===== config.mk =====
export PLATFORM = sky130hd
export DESIGN_NAME = led_mode_ctrl
export DESIGN_NICKNAME = d
export VERILOG_FILES = /design/src/rtl/led_mode_ctrl.sv
export SDC_FILE = /design/constraint.sdc
export NUM_CORES = 1
export LEC_CHECK = 0
export ABC_CLOCK_PERIOD_IN_PS = 4300
export CORE_MARGIN = 2
export CORE_UTILIZATION = 30
export CTS_BUF_LIST = sky130_fd_sc_hd__clkbuf_8
export DETAILED_ROUTE_END_ITERATION = 8
export PLACE_DENSITY_LB_ADDON = 0.1
export SLEW_MARGIN = 10
export SYNTH_ARGS = -nofsm -noshare
export SYNTH_HDL_FRONTEND = slang
export SYNTH_SLANG_ARGS = --single-unit
export TNS_END_PERCENT = 100

===== constraint.sdc =====
create_clock -name CLK50 -period 4.3 [get_ports CLK50]
set_clock_uncertainty 0.05 [all_clocks]
set_input_delay 0.86 -clock CLK50 [delete_from_list [all_inputs] [get_ports CLK50]]
set_output_delay 0.86 -clock CLK50 [all_outputs]
set_load 0.05 [all_outputs]

===== src/rtl/led_mode_ctrl.sv =====
`default_nettype none
`timescale 1ns/1ps
// ============================================================================
// led_mode_ctrl : pushbutton-selected LED mode controller (OFF/SLOW/FAST/HEART/ON)
// Revision 1.0
// ============================================================================
module led_mode_ctrl #(
    parameter int TICK_DIV     = 50000,
    parameter int DEBOUNCE_MS  = 20,
    parameter int SLOW_HALF_MS = 500,
    parameter int FAST_HALF_MS = 250
) (
    input  logic       CLK50,
    input  logic       RESET_N,
    input  logic       BTN,
    output logic       LED,
    output logic [2:0] MODE
);

    typedef enum logic [2:0] {
        MODE_OFF   = 3'd0,
        MODE_SLOW  = 3'd1,
        MODE_FAST  = 3'd2,
        MODE_HEART = 3'd3,
        MODE_ON    = 3'd4
    } mode_t;

    localparam logic [19:0] PRE_LAST   = 20'(TICK_DIV - 1);
    localparam logic [7:0]  DB_LAST    = 8'(DEBOUNCE_MS - 1);
    localparam logic [15:0] SLOW_LAST  = 16'(SLOW_HALF_MS - 1);
    localparam logic [15:0] FAST_LAST  = 16'(FAST_HALF_MS - 1);
    localparam logic [15:0] HEART_LAST = 16'd999;

    logic        sync_meta;
    logic        btn_s;
    logic        sync_ok1;
    logic        sync_ok2;
    logic        armed;
    logic [19:0] pre_cnt;
    logic        tick;
    logic [7:0]  db_cnt;
    logic        db_level;
    logic        db_accept;
    logic        press;
    mode_t       state;
    mode_t       state_nx;
    logic [15:0] phase;
    logic [15:0] phase_nx;
    logic [15:0] phase_inc;
    logic [15:0] blink_last;
    logic        led;
    logic        led_nx;

    // A press is only honoured once the synchronized button has been seen
    // low after reset, so a button held through reset never steps the mode.
    always_ff @(posedge CLK50 or negedge RESET_N) begin
        if (!RESET_N) begin
            sync_meta <= 1'b0;
            btn_s     <= 1'b0;
            sync_ok1  <= 1'b0;
            sync_ok2  <= 1'b0;
            armed     <= 1'b0;
        end else begin
            sync_meta <= BTN;
            btn_s     <= sync_meta;
            sync_ok1  <= 1'b1;
            sync_ok2  <= sync_ok1;
            if (sync_ok2 && !btn_s) begin
                armed <= 1'b1;
            end
        end
    end

    assign tick = (pre_cnt == PRE_LAST);

    always_ff @(posedge CLK50 or negedge RESET_N) begin
        if (!RESET_N) begin
            pre_cnt <= 20'd0;
        end else if (tick) begin
            pre_cnt <= 20'd0;
        end else begin
            pre_cnt <= pre_cnt + 20'd1;
        end
    end

    assign db_accept = tick && (btn_s != db_level) && (db_cnt == DB_LAST);
    assign press     = db_accept && btn_s && armed;

    always_ff @(posedge CLK50 or negedge RESET_N) begin
        if (!RESET_N) begin
            db_cnt   <= 8'd0;
            db_level <= 1'b0;
        end else if (tick) begin
            if (btn_s == db_level) begin
                db_cnt <= 8'd0;
            end else if (db_accept) begin
                db_level <= btn_s;
                db_cnt   <= 8'd0;
            end else begin
                db_cnt <= db_cnt + 8'd1;
            end
        end
    end

    always_ff @(posedge CLK50 or negedge RESET_N) begin
        if (!RESET_N) begin
            state <= MODE_OFF;
            phase <= 16'd0;
            led   <= 1'b0;
        end else begin
            state <= state_nx;
            phase <= phase_nx;
            led   <= led_nx;
        end
    end

    // A press always lands on a tick; the mode change takes priority over
    // any blink update due on that tick.
    always_comb begin
        state_nx   = state;
        phase_nx   = phase;
        led_nx     = led;
        phase_inc  = phase + 16'd1;
        blink_last = (state == MODE_SLOW) ? SLOW_LAST : FAST_LAST;
        case (state)
            MODE_OFF: begin
                phase_nx = 16'd0;
                led_nx   = 1'b0;
                if (press) begin
                    state_nx = MODE_SLOW;
                    led_nx   = 1'b1;
                end
            end
            MODE_SLOW, MODE_FAST: begin
                if (press) begin
                    state_nx = (state == MODE_SLOW) ? MODE_FAST : MODE_HEART;
                    phase_nx = 16'd0;
                    led_nx   = 1'b1;
                end else if (tick) begin
                    if (phase == blink_last) begin
                        phase_nx = 16'd0;
                        led_nx   = ~led;
                    end else begin
                        phase_nx = phase_inc;
                    end
                end
            end
            MODE_HEART: begin
                if (press) begin
                    state_nx = MODE_ON;
                    phase_nx = 16'd0;
                    led_nx   = 1'b1;
                end else if (tick) begin
                    phase_nx = (phase == HEART_LAST) ? 16'd0 : phase_inc;
                    led_nx   = (phase_nx < 16'd100) ||
                               ((phase_nx >= 16'd200) && (phase_nx < 16'd300));
                end
            end
            MODE_ON: begin
                phase_nx = 16'd0;
                led_nx   = 1'b1;
                if (press) begin
                    state_nx = MODE_OFF;
                    led_nx   = 1'b0;
                end
            end
            default: begin
                state_nx = MODE_OFF;
                phase_nx = 16'd0;
                led_nx   = 1'b0;
            end
        endcase
    end

    assign LED  = led;
    assign MODE = state;

endmodule
`default_nettype wire

==> flow_metrics.py, run 1 <==
metrics = {
    "cts": {
        "cts_hold_buf": 0,
        "post_cts_buffers": 0,
        "numClockSinks": 54,
        "cts_tree": "built",
        "ctsResizeCount": 0,
        "htree_levels": 2,
        "clock_path_buffers": 2,
        "path_clk_slew_ns": 0.11,
        "clk_latency_ns": 0.32,
        "cts_buffers": 5,
        "cts-root-buf": "clkbuf_8",
    },
    "synth": {
        "synth_edf_count": 0,
        "synthAdderAreaFrac": 0.0122,
        "syn_inst": 350,
        "synth_seq_cells": 54,
        "synthArstFlopShare": 1.00,
        "synth.distinct_cells": 52,
        "synth_ff_type": "dfrtp_1",
        "synth_top_family_by_area": "simple AND/OR/NAND/NOR gates",
        "synthMuxAreaShare": 0.0199,
        "synthXorXnorAreaFrac": 0.0738,
        "syn_avg_cell_area_um2": 8.82,
        "synthSimpleGateAreaFrac": 0.250,
        "ys_warn_count": 0,
        "synth_nets": 356,
        "syn-cell-area_um2": 3090,
        "yosysSeqAreaShare": 0.438,
        "synth-compound-area-share": 0.158,
    },
    "global_routing": {
        "grt.overflow.total": 0,
        "grt_pass1_vias": 2399,
        "grt_max_degree": 33,
        "grt_pass1_wl_um": 11900,
        "grt_antenna_before_repair": 0,
        "groute.usage.overall": 0.131,
    },
    "setup_path": {
        "r2r_end": "phase[5]$_DFFE_PN0P_",
        "arrival_ns": 3.08,
        "cp-startpoint": "db_cnt[3]$_DFFE_PN0N_",
        "reg2regPathDepth": 8,
        "cp-end-kind": "flop",
        "slowest_delay_ns": 0.56,
        "path_max_fanout": 21,
        "startpoint_type": "flop",
        "critPathSlowestCell": "or4_4",
        "crit_chain": "or4b_1 > or3_1 > or4_4 > o2111ai_2 > buf_4 > nor2b_1 > o21ai_0 > o31ai_1",
        "crit_required_ns": 4.44,
        "timing.rr.start": "db_cnt[3]$_DFFE_PN0N_",
        "r2r_setup_slack_ns": 1.35,
        "timing.setup.critical_path_class": "reg -> reg",
    },
    "die": {
        "dieHeight_um": 105,
        "dieArea_um2": 11100,
        "rows": 37,
        "start_util": 0.304,
        "io_pins": 7,
        "fp.dieW_um": 105,
        "core_area_um2": 10100,
    },
    "drt": {
        "viasPerCell": 5.08,
        "drt-total-wl_um": 6930,
        "drt-pass1-iter-count": 4,
        "antenna_left": 0,
        "wl_per_cell_um": 14.4,
        "drc": 0,
        "drt-initial-drc-count": 104,
        "vias": 2454,
    },
    "place": {
        "hpwl_um": 4740,
        "dp.cells": 475,
        "gp_congestion": 0.752,
        "pre_cts_slack_ns": 1.38,
        "place_area_um2": 3240,
        "port_buffers": 6,
    },
    "final_layout": {
        "layout.cells.non_filler": 483,
        "num-fill-cells": 1066,
        "fin_util": 0.331,
        "fin_area_um2": 3360,
        "areaGrowthSynthToFinish_pct": 8.72,
        "final_cell_mix": "dfrtp_1, nand2_1, nor2_1",
        "drive_above_1_share": 0.0634,
        "antennaDiodeCount": 0,
        "layout_commonest_cell": "dfrtp_1",
        "nets": 352,
        "seq_area_um2": 1350,
        "multi_input_area_um2": 1600,
    },
    "sta": {
        "finalHoldViolCount": 0,
        "tns_ns": 0,
        "relSlewSlack": 0.454,
        "post-route-period-util": 0.686,
        "final.setup.worst_slack_ns": 1.35,
        "slew_viol_final": 0,
        "worst-slew-pin-transition_ns": 0.819,
        "rsz0062_at_grt": "false",
        "finalCriticalPeriod_ns": 2.95,
        "whs_ns": 0.309,
        "fmax_mhz": 339,
        "setup_violations": 0,
    },
    "hold_path": {
        "hold_class": "reg -> reg",
        "hold_end": "sync_ok2$_DFF_PN0_",
        "whs_path_depth": 0,
        "min_from": "sync_ok1$_DFF_PN0_",
    },
    "flow_run": {
        "maxCapViolCount": 0,
    },
    "pwr": {
        "vdd_drop_max_mv": 0.114,
        "finalPower_uw": 888,
        "cellPowerDensity_nw_per_um2": 265,
        "leakage_nw": 1.33,
    },
    "run_status": {
        "outcome": "finished, final reports clean",
    },
}
-- synth_stat cells, types with 3 or more instances --
| master | instances | area share |
|---|---|---|
| ha_1 | 3 | 0.012 |
| nand2_1 | 33 | 0.040 |
| buf_6 | 3 | 0.011 |
| nor3_1 | 8 | 0.013 |
| buf_2 | 5 | 0.0081 |
| and3_1 | 10 | 0.020 |
| nand2b_1 | 3 | 0.0061 |
| o21ai_1 | 14 | 0.023 |
| o31ai_1 | 12 | 0.029 |
| nor2b_1 | 7 | 0.014 |
| mux2i_1 | 5 | 0.016 |
| inv_1 | 8 | 0.0097 |
| xor2_1 | 10 | 0.028 |
| a21oi_1 | 11 | 0.018 |
| or3_1 | 3 | 0.0061 |
| o21ai_0 | 23 | 0.037 |
| a31oi_1 | 5 | 0.010 |
| dfrtp_1 | 54 | 0.44 |
| xnor2_1 | 16 | 0.045 |
| clkbuf_1 | 13 | 0.016 |
| nand3_1 | 26 | 0.042 |
| nor2_1 | 33 | 0.040 |
| nand4_1 | 9 | 0.018 |
-- layer usage --
layer	vias up	global-route usage	share of wire
met2	19	0.216	0.48
met5	-	0	0
met1	1186	0.177	0.49
li1	1242	-	-
met4	0	0.0343	0.011
met3	7	0.0235	0.021
-- worst max-delay path, delay by kind of cell (launching register included) --
family | cells | cell delay [ns]
and+or+nand+nor | 4 | 1.53
AOI/OAI and AO/OA | 3 | 0.48
DFF | 1 | 0.42
buffers and inverters | 1 | 0.33
-- sequential cells by signal (all words and copies together) (netlist names) --
signal,cells
pre_cnt,20
sync_meta,1
MODE,3
sync_ok2,1
LED,1
phase,16
sync_ok1,1
db_cnt,8
armed,1
db_level,1
btn_s,1
-- logic make-up (layout without fill, tap and decap cells) --
family                   count (synthesis)  after routing
AO/OA/AOI/OAI                           79             79
XOR/XNOR                                26             26
adder cells (fa/ha/maj)                  3              3
buffers and inverters                   30             27
flip-flops                              54             54
multiplexers                             6              6
other                                    1              1
AND/OR/NAND/NOR                        151            151
-- area by class of cell --
class	count	area share
clock buffers	5	0.0205
clock inverters	3	0.0142
inverters	8	0.00895
multi-input cells	266	0.475
flip-flops and latches	54	0.403
well taps	136	0.0507
repair buffers	11	0.0276
-- power breakdown --
| part | total, mW | switching, mW | leakage (nW) | internal [mW] |
|---|---|---|---|---|
| Clock | 0.364 | 0.187 | 0.0587 | 0.177 |
| Combinational | 0.0140 | 0.0118 | 0.542 | 0.00218 |
| Sequential | 0.510 | 0.000825 | 0.726 | 0.509 |
-- worst max path at each step --
stage / slack (ns) / end / depth (start not counted)
detailed placement: 1.38 / phase[5]$_DFFE_PN0P_ / 8
global route: 1.15 / phase[5]$_DFFE_PN0P_ / 8
floorplan: 1.70 / phase[5]$_DFFE_PN0P_ / 10
finish: 1.35 / phase[5]$_DFFE_PN0P_ / 8
global placement: 1.40 / phase[5]$_DFFE_PN0P_ / 8
CTS: 1.34 / phase[5]$_DFFE_PN0P_ / 8
(Power assumes the default switching activity.)
==> inputs of run 2 (changes only) <==
- ABC_CLOCK_PERIOD_IN_PS: 4300 -> 3000
- clock period: 4.3 -> 3 ns (I/O delays scaled with it)
==> run 2 against run 1 <==
  * Combinational power grew 50%
  * Die area stayed put
  * Routed wire length is 1.0% higher
  * Largest power group unchanged
  * Total power up 31%
  * Critical path type unchanged
==> flow_metrics.py, run 2 (synthesized netlist as in run 1, its figures left out) <==
metrics = {
    "setup_path": {
        "startpoint_type": "flop",
        "path_max_fanout": 29,
        "endpoint": "phase[3]$_DFFE_PN0P_",
        "arrival_ns": 2.86,
        "reg2regPathDepth": 8,
        "r2r_end": "phase[3]$_DFFE_PN0P_",
        "timing.setup.critical_path_class": "reg -> reg",
        "cp-startpoint": "db_cnt[5]$_DFFE_PN0N_",
        "timing.rr.start": "db_cnt[5]$_DFFE_PN0N_",
        "crit_required_ns": 3.14,
        "r2r_setup_slack_ns": 0.28,
        "cp-end-kind": "flop",
    },
    "die": {
        "fp.dieW_um": 105,
        "dieArea_um2": 11100,
        "dieHeight_um": 105,
        "core_area_um2": 10100,
        "rows": 37,
        "start_util": 0.304,
        "io_pins": 7,
    },
    "final_layout": {
        "antennaDiodeCount": 0,
        "num-fill-cells": 1042,
        "largest_reg_flops": 20,
        "top_regs": "pre_cnt (20), phase (16), db_cnt (8)",
        "drive_above_1_share": 0.0871,
        "top_register": "pre_cnt",
        "areaGrowthSynthToFinish_pct": 10.5,
        "final_cell_mix": "dfrtp_1, nand2_1, nor2_1",
        "nets": 362,
        "layout_commonest_cell": "dfrtp_1",
    },
    "hold_path": {
        "hold_class": "in -> async",
    },
    "cts": {
        "cts_buffers": 5,
        "numClockSinks": 54,
        "post_cts_buffers": 0,
        "clock_path_buffers": 2,
        "ctsResizeCount": 0,
        "htree_levels": 2,
        "cts-root-buf": "clkbuf_8",
        "cts_tree": "built",
        "cts_hold_buf": 0,
        "path_clk_slew_ns": 0.10,
        "clk_latency_ns": 0.31,
    },
    "pwr": {
        "cellPowerDensity_nw_per_um2": 341,
        "finalPower_mw": 1.16,
        "leakage_nw": 1.36,
        "vdd_drop_max_mv": 0.154,
    },
    "drt": {
        "antenna_left": 0,
        "drt-total-wl_um": 7010,
        "drt-pass1-iter-count": 4,
        "drc": 0,
        "drt-initial-drc-count": 80,
        "wl_per_cell_um": 14.2,
        "vias": 2466,
        "viasPerCell": 5.01,
    },
    "global_routing": {
        "grt_busiest_layer": "met2",
        "grt_use_met3": 0.0204,
        "groute.usage.overall": 0.137,
        "grt_max_degree": 30,
        "grtUsageMet1": 0.182,
        "grt.overflow.total": 0,
        "grt_pass1_vias": 2526,
        "grt_pass1_wl_um": 12400,
        "grt_use_met2": 0.228,
        "grt_antenna_before_repair": 0,
    },
    "sta": {
        "rsz0062_at_grt": "false",
        "tns_ns": 0,
        "fmax_mhz": 368,
        "slew_viol_final": 0,
        "setup_violations": 0,
        "post-route-period-util": 0.906,
        "finalCriticalPeriod_ns": 2.72,
        "finalHoldViolCount": 0,
    },
    "place": {
        "hpwl_um": 4910,
        "gp_congestion": 0.759,
        "port_buffers": 6,
    },
    "flow_run": {
        "maxCapViolCount": 0,
    },
    "run_status": {
        "outcome": "finished, final reports clean",
    },
}
## run 2: worst min path at each step
stage,startpoint,end,slack (ns)
global placement,sync_ok1$_DFF_PN0_,sync_ok2$_DFF_PN0_,0.28
CTS,RESET_N,phase[8]$_DFFE_PN0P_,0.16
finish,RESET_N,phase[4]$_DFFE_PN0P_,0.16
detailed placement,sync_ok1$_DFF_PN0_,sync_ok2$_DFF_PN0_,0.29
global route,RESET_N,phase[10]$_DFFE_PN0P_,0.18
floorplan,RESET_N,LED$_DFFE_PN0P_,0.25
## run 2: per-stage QoR
stage / area [µm²] / hold WS, ns / util / worst slack [ns] / std cells
after floorplan: 3090 / 0.254 / - / 0.398 / 350
after global placement: 3330 / 0.285 / 0.328 / 0.354 / 485
after detailed placement: 3330 / 0.289 / 0.328 / 0.311 / 485
after CTS: 3410 / 0.164 / 0.336 / 0.283 / 492
after global routing: 3410 / 0.177 / 0.336 / 0.102 / 492
final: 3410 / 0.161 / 0.336 / 0.282 / 492
## run 2: power by group
group          total, mW  switching, mW  internal, mW  leakage, nW
combinational     0.0210         0.0171       0.00397        0.603
sequential         0.731        0.00125         0.730        0.726
clock              0.411          0.250         0.160       0.0362
total               1.16          0.269         0.894         1.36
## run 2: layout make-up
cell class / instances / area (µm²) / share of cell area
multi-input combinational: 266 / 1600 / 0.468
clock inverter: 2 / 15.0 / 0.00440
clock buffer: 5 / 68.8 / 0.0202
sequential: 54 / 1350 / 0.396
inverter: 8 / 30.0 / 0.00880
tap: 136 / 170 / 0.0499
timing repair buffer: 21 / 180 / 0.0528
## run 2: critical path, cell delays in order, from the launching register on
cell       delay (ns)
dfrtp_1          0.43
or4b_1           0.50
or3_1            0.41
or4_4            0.57
o2111ai_2        0.13
buf_12           0.21
nor2_1           0.05
o21ai_0          0.16
o31ai_1          0.09
## run 2: per-layer routing
| metal | wire length, µm | vias to the layer above |
|---|---|---|
| met5 | 0 | - |
| met4 | 72 | 0 |
| met2 | 3390 | 16 |
| met3 | 126 | 5 |
| li1 | - | 1257 |
| met1 | 3420 | 1188 |
